<file path="config.mk">
export PLATFORM = sky130hd
export DESIGN_NAME = max_pool_ctrl
export DESIGN_NICKNAME = d
export VERILOG_FILES = /design/src/rtl/max_pool_ctrl.sv
export SDC_FILE = /design/constraint.sdc
export NUM_CORES = 1
export LEC_CHECK = 0
export ABC_CLOCK_PERIOD_IN_PS = 13700
export CAP_MARGIN = 20
export CORE_ASPECT_RATIO = 0.6
export CORE_MARGIN = 5
export CORE_UTILIZATION = 60
export CTS_CLUSTER_DIAMETER = 150
export DETAILED_ROUTE_END_ITERATION = 12
export GPL_TIMING_DRIVEN = 0
export PLACE_DENSITY_LB_ADDON = 0.12
export SLEW_MARGIN = 10
export SYNTH_ARGS = -nofsm -noshare
export SYNTH_HDL_FRONTEND = slang
export SYNTH_SLANG_ARGS = --single-unit
export TNS_END_PERCENT = 10
</file>
<file path="constraint.sdc">
create_clock -name clk -period 13.7 [get_ports clk]
set_input_delay 2.055 -clock clk [delete_from_list [all_inputs] [get_ports clk]]
set_output_delay 2.055 -clock clk [all_outputs]
set_load 0.01 [all_outputs]
</file>
<file path="src/rtl/max_pool_ctrl.sv">
// max_pool_ctrl: 2x2 stride-2 signed max-pool sequencer, conv BRAM (port B) -> pool BRAM (port A)
// Ports: clk/rst_n clock and async active-low reset; start launches a pool of all channels,
// busy/done report progress; src_* read the conv map (byte addr, data 1 cycle after src_en);
// dst_* write pooled words (byte addr, dst_we=4'hF on write).
module max_pool_ctrl #(
  parameter int IN_W = 26,
  parameter int IN_H = 26,
  parameter int CHANNELS = 8,
  parameter int DATA_W = 32
) (
  input  logic              clk,
  input  logic              rst_n,
  input  logic              start,
  output logic              busy,
  output logic              done,
  output logic [31:0]       src_addr,
  output logic              src_en,
  input  logic [DATA_W-1:0] src_dout,
  output logic [31:0]       dst_addr,
  output logic [DATA_W-1:0] dst_din,
  output logic              dst_en,
  output logic [3:0]        dst_we
);
  localparam logic [31:0] OW = 32'(IN_W / 2);
  localparam logic [31:0] OH = 32'(IN_H / 2);
  localparam logic [31:0] CH = 32'(CHANNELS);
  localparam logic [31:0] IW = 32'(IN_W);
  localparam logic [31:0] IPL = 32'(IN_W * IN_H);
  localparam logic [31:0] OPL = OW * OH;
  localparam logic [2:0] IDLE = 3'd0, FETCH = 3'd1, LAST = 3'd2, WRITE = 3'd3, DONE = 3'd4;
  logic [2:0] state;
  logic [1:0] k;
  logic [31:0] x, r, c;
  logic signed [DATA_W-1:0] mx;
  logic xl, rl, cl, first;
  assign xl = x == OW - 1;
  assign rl = r == OH - 1;
  assign cl = c == CH - 1;
  assign busy = state == FETCH || state == LAST || state == WRITE;
  assign done = state == DONE;
  assign src_en = state == FETCH;
  assign dst_en = state == WRITE;
  assign dst_we = dst_en ? 4'hF : 4'h0;
  assign dst_din = mx;
  // k selects (dy,dx) = (k[1],k[0]) within the window
  assign src_addr = (c * IPL + ((r << 1) + 32'(k[1])) * IW + (x << 1) + 32'(k[0])) << 2;
  assign dst_addr = (c * OPL + r * OW + x) << 2;
  // read data lags src_en by one cycle: word k arrives while FETCH k+1 (or LAST for k=3)
  assign first = state == FETCH && k == 2'd1;
  always_ff @(posedge clk or negedge rst_n) begin
    if (!rst_n) mx <= '0;
    else if ((state == FETCH && k != 2'd0) || state == LAST)
      mx <= (first || $signed(src_dout) > mx) ? src_dout : mx;
  end
  always_ff @(posedge clk or negedge rst_n) begin
    if (!rst_n) begin
      state <= IDLE;
      k <= '0;
      x <= '0;
      r <= '0;
      c <= '0;
    end else begin
      case (state)
        IDLE: if (start) begin
          state <= FETCH;
          k <= '0;
          x <= '0;
          r <= '0;
          c <= '0;
        end
        FETCH: begin
          k <= k + 2'd1;
          if (k == 2'd3) state <= LAST;
        end
        LAST: state <= WRITE;
        WRITE: begin
          x <= xl ? '0 : x + 1;
          r <= xl ? (rl ? '0 : r + 1) : r;
          c <= (xl && rl) ? (cl ? '0 : c + 1) : c;
          state <= (xl && rl && cl) ? DONE : FETCH;
        end
        default: state <= IDLE;
      endcase
    end
  end
endmodule

</file>
Word level (Yosys, flattened, before mapping)
Cells that the tools add are included.
Cells by class
  $mul: 4
  equality and inequality tests: 13
  multiplexer cells: 16
  order comparisons: 1
  reduce and logical (&&, ||, !) cells: 18
  add/subtract/negate cells: 10
Operator list (count)
  $mux W32: 6
  $pmux W32 S2: 3
  $add A30 B30 Y30: 4
  $add A32 B1 Y32 const B: 3
  $eq A32 B4 Y1 const B: 2
  $add A32 B1 Y32: 1
  $eq A32 B3 Y1 const B: 1
  $gt A32 B32 Y1: 1
  $mul A32 B4 Y29 const B: 1
  $mul A32 B4 Y30 const B: 1
  $mul A32 B8 Y28 const B: 1
  $mul A32 B8 Y30 const B: 1
  $add A30 B1 Y30: 1
  $pmux W3 S4: 1
  $mux W3: 3
  $reduce_and A2 Y1: 4
  $eq A3 B2 Y1 const B: 2
  $ne A2 B1 Y1 const B: 3
  $reduce_and A3 Y1: 2
  $reduce_bool A2 Y1: 3
  $logic_and A1 B1 Y1: 4
  $logic_or A1 B1 Y1: 4
  $mux W4: 1
  $pmux W2 S2: 1
  other kinds (8): 8
Storage, ports and cells
  logic and storage cells: 68
  output and inout bits: 104
  input port bits: 35
  flip-flop bits (word level): 133

Depth between registers and ports, before layout
Gate-level depths: netlist of run 1.
  depth after elaboration: 5
  gate-level depth with buffers: 28
  mapped depth without buffers: 28

Least setup slack after synthesis of run 1
OpenSTA, ideal clock, no wires.
  kind: register to output
  from: register c[3]
  to: output port src_addr[31]
  path buffers: 0
  required time: 11645 ps
  setup slack: 5324 ps
  data arrival time: 6321 ps
  stages on the path, launching flop included: 28
  path through: dfrtp_1 -> ha_1 -> inv_1 -> fa_1 -> inv_1 -> fa_1 -> ha_1 -> ha_1 -> a2111oi_0 -> o21ai_1 -> a41oi_1 -> a211oi_1 -> o21a_1 -> o21ai_0 -> or3b_2 -> nand3_1 -> fa_1 -> inv_1 -> ha_1 -> nand4_1 -> nor4_1 -> a21oi_1 -> o211ai_1 -> a41oi_1 -> o2111ai_1 -> a21oi_1 -> xnor2_1 -> xnor2_1
On the way
  word-level cells in the longest chain between the ends: 4
Ends and longest elaborated chain
  start: declaration: line 33  | logic [31:0] x, r, c;
  start signal: assignment: line 79  | c <= (xl && rl) ? (cl ? '0 : c + 1) : c;
  $mul A32 B8 Y28: line 46  | assign src_addr = (c * IPL + ((r << 1) + 32'(k[1])) * IW + (x << 1) + 32'(k[0])) << 2;
  $add A30 B30 Y30 (2 in series): line 46
  $add A30 B1 Y30: line 46
  end: declaration: line 16  | output logic [31:0] src_addr,
Every way passes these cells.

Worst setup path in the final report of run 1
  from: register c[4]
  to: output port src_addr[31]
The elaborated chain is that of the path after synthesis.

==> flow_summary.ini, run 1 <==
[run_status]
outcome = finished clean

[clocking]
clk_pin_slew_ps = 70
cts_buffers = 17
postCtsSetupBuffers = 0
clk_latency_ps = 460
htree_levels = 4
cts-resized-gates = 0
cts_sinks = 133
cts_tree = yes
ctsLongestPathBuffers = 2
clock-root-buffer = clkbuf_16
ctsHoldBuffers = 0

[logic_synthesis]
yosysWarnings = 0
yosysUniqueCellTypes = 74
ys_ff_latch = 133
ys.flop_type = dfrtp_1
yosysSeqAreaShare_pct = 15.6
synth_area_um2 = 21300
synth_edf_count = 0
synthArstFlopShare_pct = 100
postSynthAreaPerCell_um2 = 8.98
synth_top_area_share_pct = 22.2
syn_inst = 2372
synthTopCellsByArea = fa_1 (22%), ha_1 (18%), dfrtp_1 (16%), inv_1 (7.8%), a221o_1 (4.6%)
yosys.area.top_type = fa_1

[worst_hold_path]
hold_class = reg2reg
worstHoldStart = x[31]$_DFFE_PN0P_

[placed_design]
dp_slack_ps = 3270
gp_congestion = 0.998
port-buffer-count = 134
place_hpwl_um = 59100

[global_route]
antenna_found_initial = 0
grtUsageTotal_pct = 36.1
grt_max_degree = 95
grt_overflow = 0
grt_pass1_vias = 17900
grt_pass1_wl_um = 108000

[drt]
wl_per_cell_um = 23.6
initialDrtViolationCount = 2132
vias = 18600
postRouteAntennaNets = 0
drt_first_pass_iters = 6
routed_wl_um = 71100
vias_per_cell = 6.20
drc = 0

[cells_and_area]
area_growth_syn_to_layout_pct = 12.2
n_antenna_cell = 0
num-nets-final = 3104
drive_gt1_share_pct = 2.87
nFillCells = 2905

[setup_path]
reg2reg_from = x[1]$_DFFE_PN0P_
slowest_stage = dfrtp_1
critical_path_class = reg2out
crit_top_cell = ha_1
cp-end-kind = output pin
crit_required_ps = 11640
setup.worst_path.start = c[4]$_DFFE_PN0P_
crit_fanout = 12
critical-path-max-stage-delay_ps = 880
critPathLaunchType = flop
cp.arrival_ps = 9020

[timing]
worstMarginPinSlew_ps = 1050
drv_slew = 0
hold_violations = 0
min_period_ps = 11080
skew_ps = 15.6
rsz0062_at_grt = false
fin_ws_ps = 2620
clock.fmax_ghz = 0.0903
relSlewSlack_pct = 29.8
setup_viol = 0
setup_tns_ps = 0
fin_crit_sh_pct = 80.9

[die]
rows = 53
die_w_um = 253
start_util_pct = 60.8
core_um2 = 35000
die_area_um2 = 39500
die_h_um = 156
ioPinCount = 139

[pwr]
powerDensity_nw_per_um2 = 114
p_leak_nw = 12.8
vdd_drop_max_uv = 121

[run]
maxCapViolations = 0
-- metal layers --
layer | routed length [µm] | vias up | global-route usage, %
li1 | - | 8440 | -
met1 | 33300 | 8951 | 58.2
met2 | 24600 | 1192 | 41.6
met3 | 12400 | 65 | 19.8
met4 | 732 | 0 | 5.03
met5 | 0 | - | 0
-- cell usage in the layout, fill, tap and decap left out, types with 16 or more instances in the layout --
master,netlist,layout
nand4_1,32,32
clkdlybuf4s50_1,0,133
o21a_1,25,25
fa_1,236,236
a21oi_1,114,114
clkbuf_16,0,17
ha_1,303,303
nand3_1,47,47
o21ai_0,148,148
nor4_1,18,18
a31oi_1,16,16
xnor2_1,87,87
inv_1,445,445
clkbuf_1,52,52
xor2_1,45,45
nor2_1,112,112
dfrtp_1,133,133
nor3_1,23,23
a221o_1,97,97
a21o_1,46,46
nand2_1,136,136
and3_1,61,61
-- path summary, 6_finish.rpt --
kind,end,slack [ps],cells after the start
setup / recovery,src_addr[31],2620,28
hold / removal,x[31]$_DFFE_PN0P_,500,1
setup reg to reg,r[7]$_DFFE_PN0P_,9690,10
hold reg to reg,x[31]$_DFFE_PN0P_,500,1
max in group asynchronous,r[0]$_DFFE_PN0P_,11360,2
min in group asynchronous,c[23]$_DFFE_PN0P_,1480,1
-- worst max-delay path, delay by kind of cell, from the launching register on --
kind | cells | cell delay, ps
DFF | 1 | 880
xor gates and xnor gates | 3 | 840
adders and majority gates | 7 | 2270
buffers and inverters | 2 | 670
AOI/OAI and AO/OA | 11 | 2470
and+or+nand+nor | 5 | 1430
-- kinds of logic after synthesis --
logic type,Yosys count,synth area share [%]
AOI/OAI and AO/OA,549,17.7
adders and majority gates,539,40.0
buffers and inverters,513,9.26
and+or+nand+nor,504,12.0
DFF,133,15.6
xor gates and xnor gates,132,5.43
other,1,0.0176
muxes,1,0.0529
-- layout make-up --
class | instances | area (µm²) | share of cell area (%)
Multi-Input combinational cell | 1729 | 16000 | 67.0
Sequential cell | 133 | 3330 | 13.9
Inverter | 445 | 1670 | 6.99
Timing Repair Buffer | 136 | 1380 | 5.78
Tap cell | 467 | 584 | 2.45
Clock buffer | 17 | 425 | 1.78
Buffer | 68 | 303 | 1.27
Clock inverter | 15 | 190 | 0.796
-- report_power, final --
| group | internal (mW) | leakage (nW) | switching [mW] |
|---|---|---|---|
| Clock | 0.292 | 0.306 | 0.223 |
| Sequential | 0.455 | 1.73 | 0.110 |
| Combinational | 0.714 | 10.8 | 0.922 |
-- cells in the mapped netlist (all sizes together) (16+ instances only) --
cell type,count
ha,303
and3,62
a221o,97
a31oi,16
xor2,45
o21ai,159
a21oi,114
o21a,25
nand3,47
o31ai,17
dfrtp,133
nor4,21
nand4,32
inv,445
fa,236
nor3,26
buf,16
xnor2,87
nand2,136
clkbuf,52
nor2,112
a21o,46
-- through the flow --
stage,total power [mW],area [µm²],instances,hold WS [ps],utilization (%)
after detailed placement,2.15,23300,2977,479,66.5
after global placement,2.10,23200,2976,473,66.4
after global routing,2.87,23900,3010,550,68.2
final,2.71,23900,3010,500,68.2
after CTS,2.67,23900,3009,488,68.2
after floorplan,1.54,21300,2375,452,-
-- sequential cells by signal, summed over array words and instances (netlist names) --
register  cells
state         3
x            32
r            32
dst_din      32
c            32
k             2
Power figures use the tool's default switching activity.
==> inputs of run 2 (changes only) <==
ABC_CLOCK_PERIOD_IN_PS = 10000   (was 13700)
CORE_UTILIZATION = 56   (was 60)
clock period = 10 ns   (was 13.7 ns; I/O delays follow)
==> flow_summary.ini, run 2 (synthesized netlist as in run 1, its figures left out) <==
[timing]
relSlewSlack_pct = 20.1
clock.fmax_ghz = 0.104
worstMarginPinSlew_ps = 1190
drv_slew = 0
min_period_ps = 9600
fin_ws_ps = 401
setup_viol = 0
hold_violations = 0
setup_tns_ps = 0
skew_ps = 16.3
fin_crit_sh_pct = 96.0

[cells_and_area]
num-nets-final = 3107
n_antenna_cell = 0
drive_gt1_share_pct = 3.42
layout_commonest_cell = inv_1
area_growth_syn_to_layout_pct = 12.6
final_area_um2 = 24000
layout_common_cells = inv_1 (445), ha_1 (303), fa_1 (236), o21ai_0 (148), nand2_1 (136)

[pwr]
pwr-share-comb_pct = 60.7
clkPwrFrac_pct = 18.4
p_sw_share_pct = 47.2
power.internal_mw = 1.96
sequentialPowerShare_pct = 20.8
power_mw = 3.71
powerDensity_nw_per_um2 = 154
p_sw_mw = 1.75
vdd_drop_max_uv = 169
p_leak_nw = 12.8

[placed_design]
place_hpwl_um = 60400
place_area_um2 = 23300
gp_congestion = 0.981
port-buffer-count = 134
dp_slack_ps = 310

[die]
start_util_pct = 56.6
rows = 55
ioPinCount = 139
die_area_um2 = 42200
die_w_um = 262
die_h_um = 161
core_um2 = 37600

[setup_path]
cp-end-kind = output pin
critical_path_class = reg2out
slowest_stage = dfrtp_1
critical-path-max-stage-delay_ps = 730
crit_top_cell = ha_1
cp.arrival_ps = 8100
crit_required_ps = 8500
crit_fanout = 10
critPathLaunchType = flop
crit_buf_inv = 4
crit_family = adder cells

[run_status]
outcome = finished clean

[drt]
routed_wl_um = 72800
initialDrtViolationCount = 2114
wl_per_cell_um = 23.8
vias_per_cell = 6.13
postRouteAntennaNets = 0
vias = 18800
drc = 0
drt_first_pass_iters = 6

[global_route]
grt_max_degree = 78
grt_pass1_vias = 18000
antenna_found_initial = 2
grt_pass1_wl_um = 110000
grtUsageTotal_pct = 34.5
grt_overflow = 0

[clocking]
ctsLongestPathBuffers = 2
clk_pin_slew_ps = 70
ctsHoldBuffers = 0
cts_buffers = 17
cts_sinks = 133
cts_tree = yes
htree_levels = 4
clock-root-buffer = clkbuf_16
clk_latency_ps = 460

[run]
maxCapViolations = 0

[worst_hold_path]
hold_class = reg2reg
==> run 2: per-layer routing <==
layer  vias to the layer above  track usage [%]  wire length (µm)
li1                       8437                -                 -
met1                      9081             56.3             34800
met2                      1188             40.5             25300
met3                        53             17.4             12100
met4                         2             3.96               641
met5                         -                0                13
==> run 2: layout make-up <==
cell class              count  area (µm²)
plain buffers              68         303
clock buffers              17         425
clock inverters            15         156
fillers                  3194       13700
inverters                 445        1670
multi-input cells        1729       16100
flip-flops and latches    133        3340
well taps                 513         642
repair buffers            139        1400
==> run 2: worst paths after layout <==
kind | cells after the start | startpoint | end | slack [ps]
max | 28 | c[0]$_DFFE_PN0P_ | src_addr[31] | 400
max in group asynchronous | 2 | rst_n | r[0]$_DFFE_PN0P_ | 8160
max reg2reg | 12 | r[27]$_DFFE_PN0P_ | c[13]$_DFFE_PN0P_ | 5880
min in group asynchronous | 1 | rst_n | c[23]$_DFFE_PN0P_ | 950
min reg2reg | 1 | x[31]$_DFFE_PN0P_ | x[31]$_DFFE_PN0P_ | 510
min | 1 | x[31]$_DFFE_PN0P_ | x[31]$_DFFE_PN0P_ | 510
==> run 2: what timing repair did <==
item	in CTS	in global routing
resized for setup	3	10
endpoints found under the hold margin	0	0
endpoints found under the setup margin	1	2
buffers inserted	0	3
gates cloned	0	0
pin swaps	0	1
==> run 2: per-stage QoR <==
| stage | hold slack, ps | utilization, % | std cells |
|---|---|---|---|
| 2_1_floorplan | 452 | - | 2375 |
| 5_1_grt | 559 | 63.7 | 3059 |
| 4_1_cts | 502 | 63.6 | 3056 |
| 3_3_place_gp | 479 | 61.9 | 3022 |
| 6_report | 506 | 63.7 | 3059 |
| 3_5_place_dp | 492 | 62.0 | 3024 |
==> run 2: power by group through the flow <==
stage | logic, mW | registers, mW | clock network, mW
after detailed placement | 2.19 | 0.771 | 0
final | 2.25 | 0.772 | 0.683
after global routing | 2.44 | 0.783 | 0.703
after floorplan | 1.36 | 0.746 | 0
after global placement | 2.13 | 0.771 | 0
after CTS | 2.20 | 0.763 | 0.682
==> inputs of run 3 (changes only) <==
PLACE_DENSITY = 0.79   (was not set)
PLACE_DENSITY_LB_ADDON = not set   (was 0.12)
==> flow_summary.ini, run 3 (synthesized netlist as in run 1, its figures left out) <==
[die]
die_h_um = 161
rows = 55
die_w_um = 262
die_area_um2 = 42200
core_um2 = 37600
start_util_pct = 56.6
ioPinCount = 139

[setup_path]
r2r_slack_ps = 5690
cp.arrival_ps = 8180
reg2reg_depth = 11
regToRegEndpoint = c[13]$_DFFE_PN0P_
critical_path_class = reg2out
critPathLaunchType = flop
cp-end-kind = output pin
setup.worst_path.start = c[4]$_DFFE_PN0P_
crit_end = src_addr[31]
crit_required_ps = 8500
crit_fanout = 12
reg2reg_from = r[3]$_DFFE_PN0P_

[clocking]
htree_levels = 4
ctsHoldBuffers = 0
cts_sinks = 133
ctsLongestPathBuffers = 2
clock-root-buffer = clkbuf_16
cts_tree = yes
cts_buffers = 17
clk_pin_slew_ps = 70
clk_latency_ps = 460

[drt]
wl_per_cell_um = 23.1
drc = 0
vias = 18800
initialDrtViolationCount = 2384
vias_per_cell = 6.14
drt_first_pass_iters = 8
routed_wl_um = 70700
postRouteAntennaNets = 0

[timing]
setup_viol = 0
rsz0062_at_grt = false
fin_crit_sh_pct = 96.8
hold_violations = 0
skew_ps = 18.3
drv_slew = 0
worstMarginPinSlew_ps = 1270
relSlewSlack_pct = 15.1
setup_tns_ps = 0
min_period_ps = 9680
clock.fmax_ghz = 0.103
holdWs_ps = 487

[placed_design]
port-buffer-count = 134
gp_congestion = 1.01
place_hpwl_um = 58500
placedCellCount = 3023

[run]
maxCapViolations = 0

[pwr]
vdd_drop_max_uv = 205
power_mw = 3.68
powerDensity_nw_per_um2 = 153
p_leak_nw = 12.8

[global_route]
grt_pass1_wl_um = 107000
grt_overflow = 0
grtUsageTotal_pct = 33.2
grt_pass1_vias = 18400
antenna_found_initial = 1
grt_max_degree = 70

[cells_and_area]
area_growth_syn_to_layout_pct = 12.6
nFillCells = 3070
multi_input_area_um2 = 16100
drive_gt1_share_pct = 3.30
seqCellArea_um2 = 3340
layout_common_cells = inv_1 (445), ha_1 (303), fa_1 (236), o21ai_0 (148), nand2_1 (136)
layout_commonest_cell = inv_1
stdcell_count = 3059
num-nets-final = 3107
n_antenna_cell = 0

[run_status]
outcome = finished clean

[worst_hold_path]
hold_class = reg2reg
## run 3: per-layer routing
metal | wire length [µm] | track usage, % | vias to the layer above
met5 | 62 | 0.926 | -
met4 | 1210 | 5.82 | 4
li1 | - | - | 8426
met2 | 26100 | 41.7 | 1197
met1 | 31200 | 50.2 | 9069
met3 | 12100 | 17.9 | 98
## run 3: metrics by stage
stage	area, µm²	utilization [%]	setup WS (ps)
finish	24000	63.7	317
CTS	23900	63.6	40.3
global route	24000	63.7	26.3
global placement	23300	61.9	428
floorplan	21300	-	2180
detailed placement	23300	62.0	284
## run 3: how the worst min path moves through the flow
stage                              endpoint  depth (start not counted)  slack, ps         startpoint
after floorplan           x[31]$_DFFE_PN0P_                          1        450  x[31]$_DFFE_PN0P_
after global placement    x[31]$_DFFE_PN0P_                          1        470  x[31]$_DFFE_PN0P_
after detailed placement  x[31]$_DFFE_PN0P_                          1        470  x[31]$_DFFE_PN0P_
after CTS                 x[31]$_DFFE_PN0P_                          1        490  x[31]$_DFFE_PN0P_
after global routing      x[31]$_DFFE_PN0P_                          1        530  x[31]$_DFFE_PN0P_
final                     x[31]$_DFFE_PN0P_                          1        490  x[31]$_DFFE_PN0P_
## run 3: cell type report
type                            instances  share of cell area [%]
Timing Repair Buffer                  139                    5.85
Clock buffer                           18                    1.79
Buffer                                 68                    1.26
Tap cell                              513                    2.68
Sequential cell                       133                    13.9
Inverter                              445                    6.96
Multi-Input combinational cell       1729                    66.9
Clock inverter                         14                   0.636
## run 3: critical path: stages (launching register included)
cell and delay [ps]:
dfrtp_4 610, ha_1 370, fa_1 640, fa_1 460, ha_1 300, ha_1 340, a2111oi_1 360, o21ai_1 190
a41oi_2 270, a211oi_1 160, o21a_1 230, o21ai_0 220, or3b_2 470, nand3_1 150, fa_1 430, inv_1 70
ha_1 280, nand4_1 200, nor4_4 90, a21oi_1 150, o211ai_1 120, a41oi_2 310, o2111ai_1 160, a21oi_1 240
xnor2_1 170, xnor2_1 160, clkdlybuf4s50_1 560
## run 3: report_power, final
part | switching, mW | internal [mW]
Clock | 0.294 | 0.369
Sequential | 0.149 | 0.624
Combinational | 1.27 | 0.975
## run 3: what timing repair did
item / in CTS / in global routing
cloned: 0 / 0
endpoints found under the hold margin: 0 / 0
setup buffers: 0 / 4
pin swaps: 0 / 1
setup endpoints to repair: 1 / 2
gates resized for setup: 5 / 7
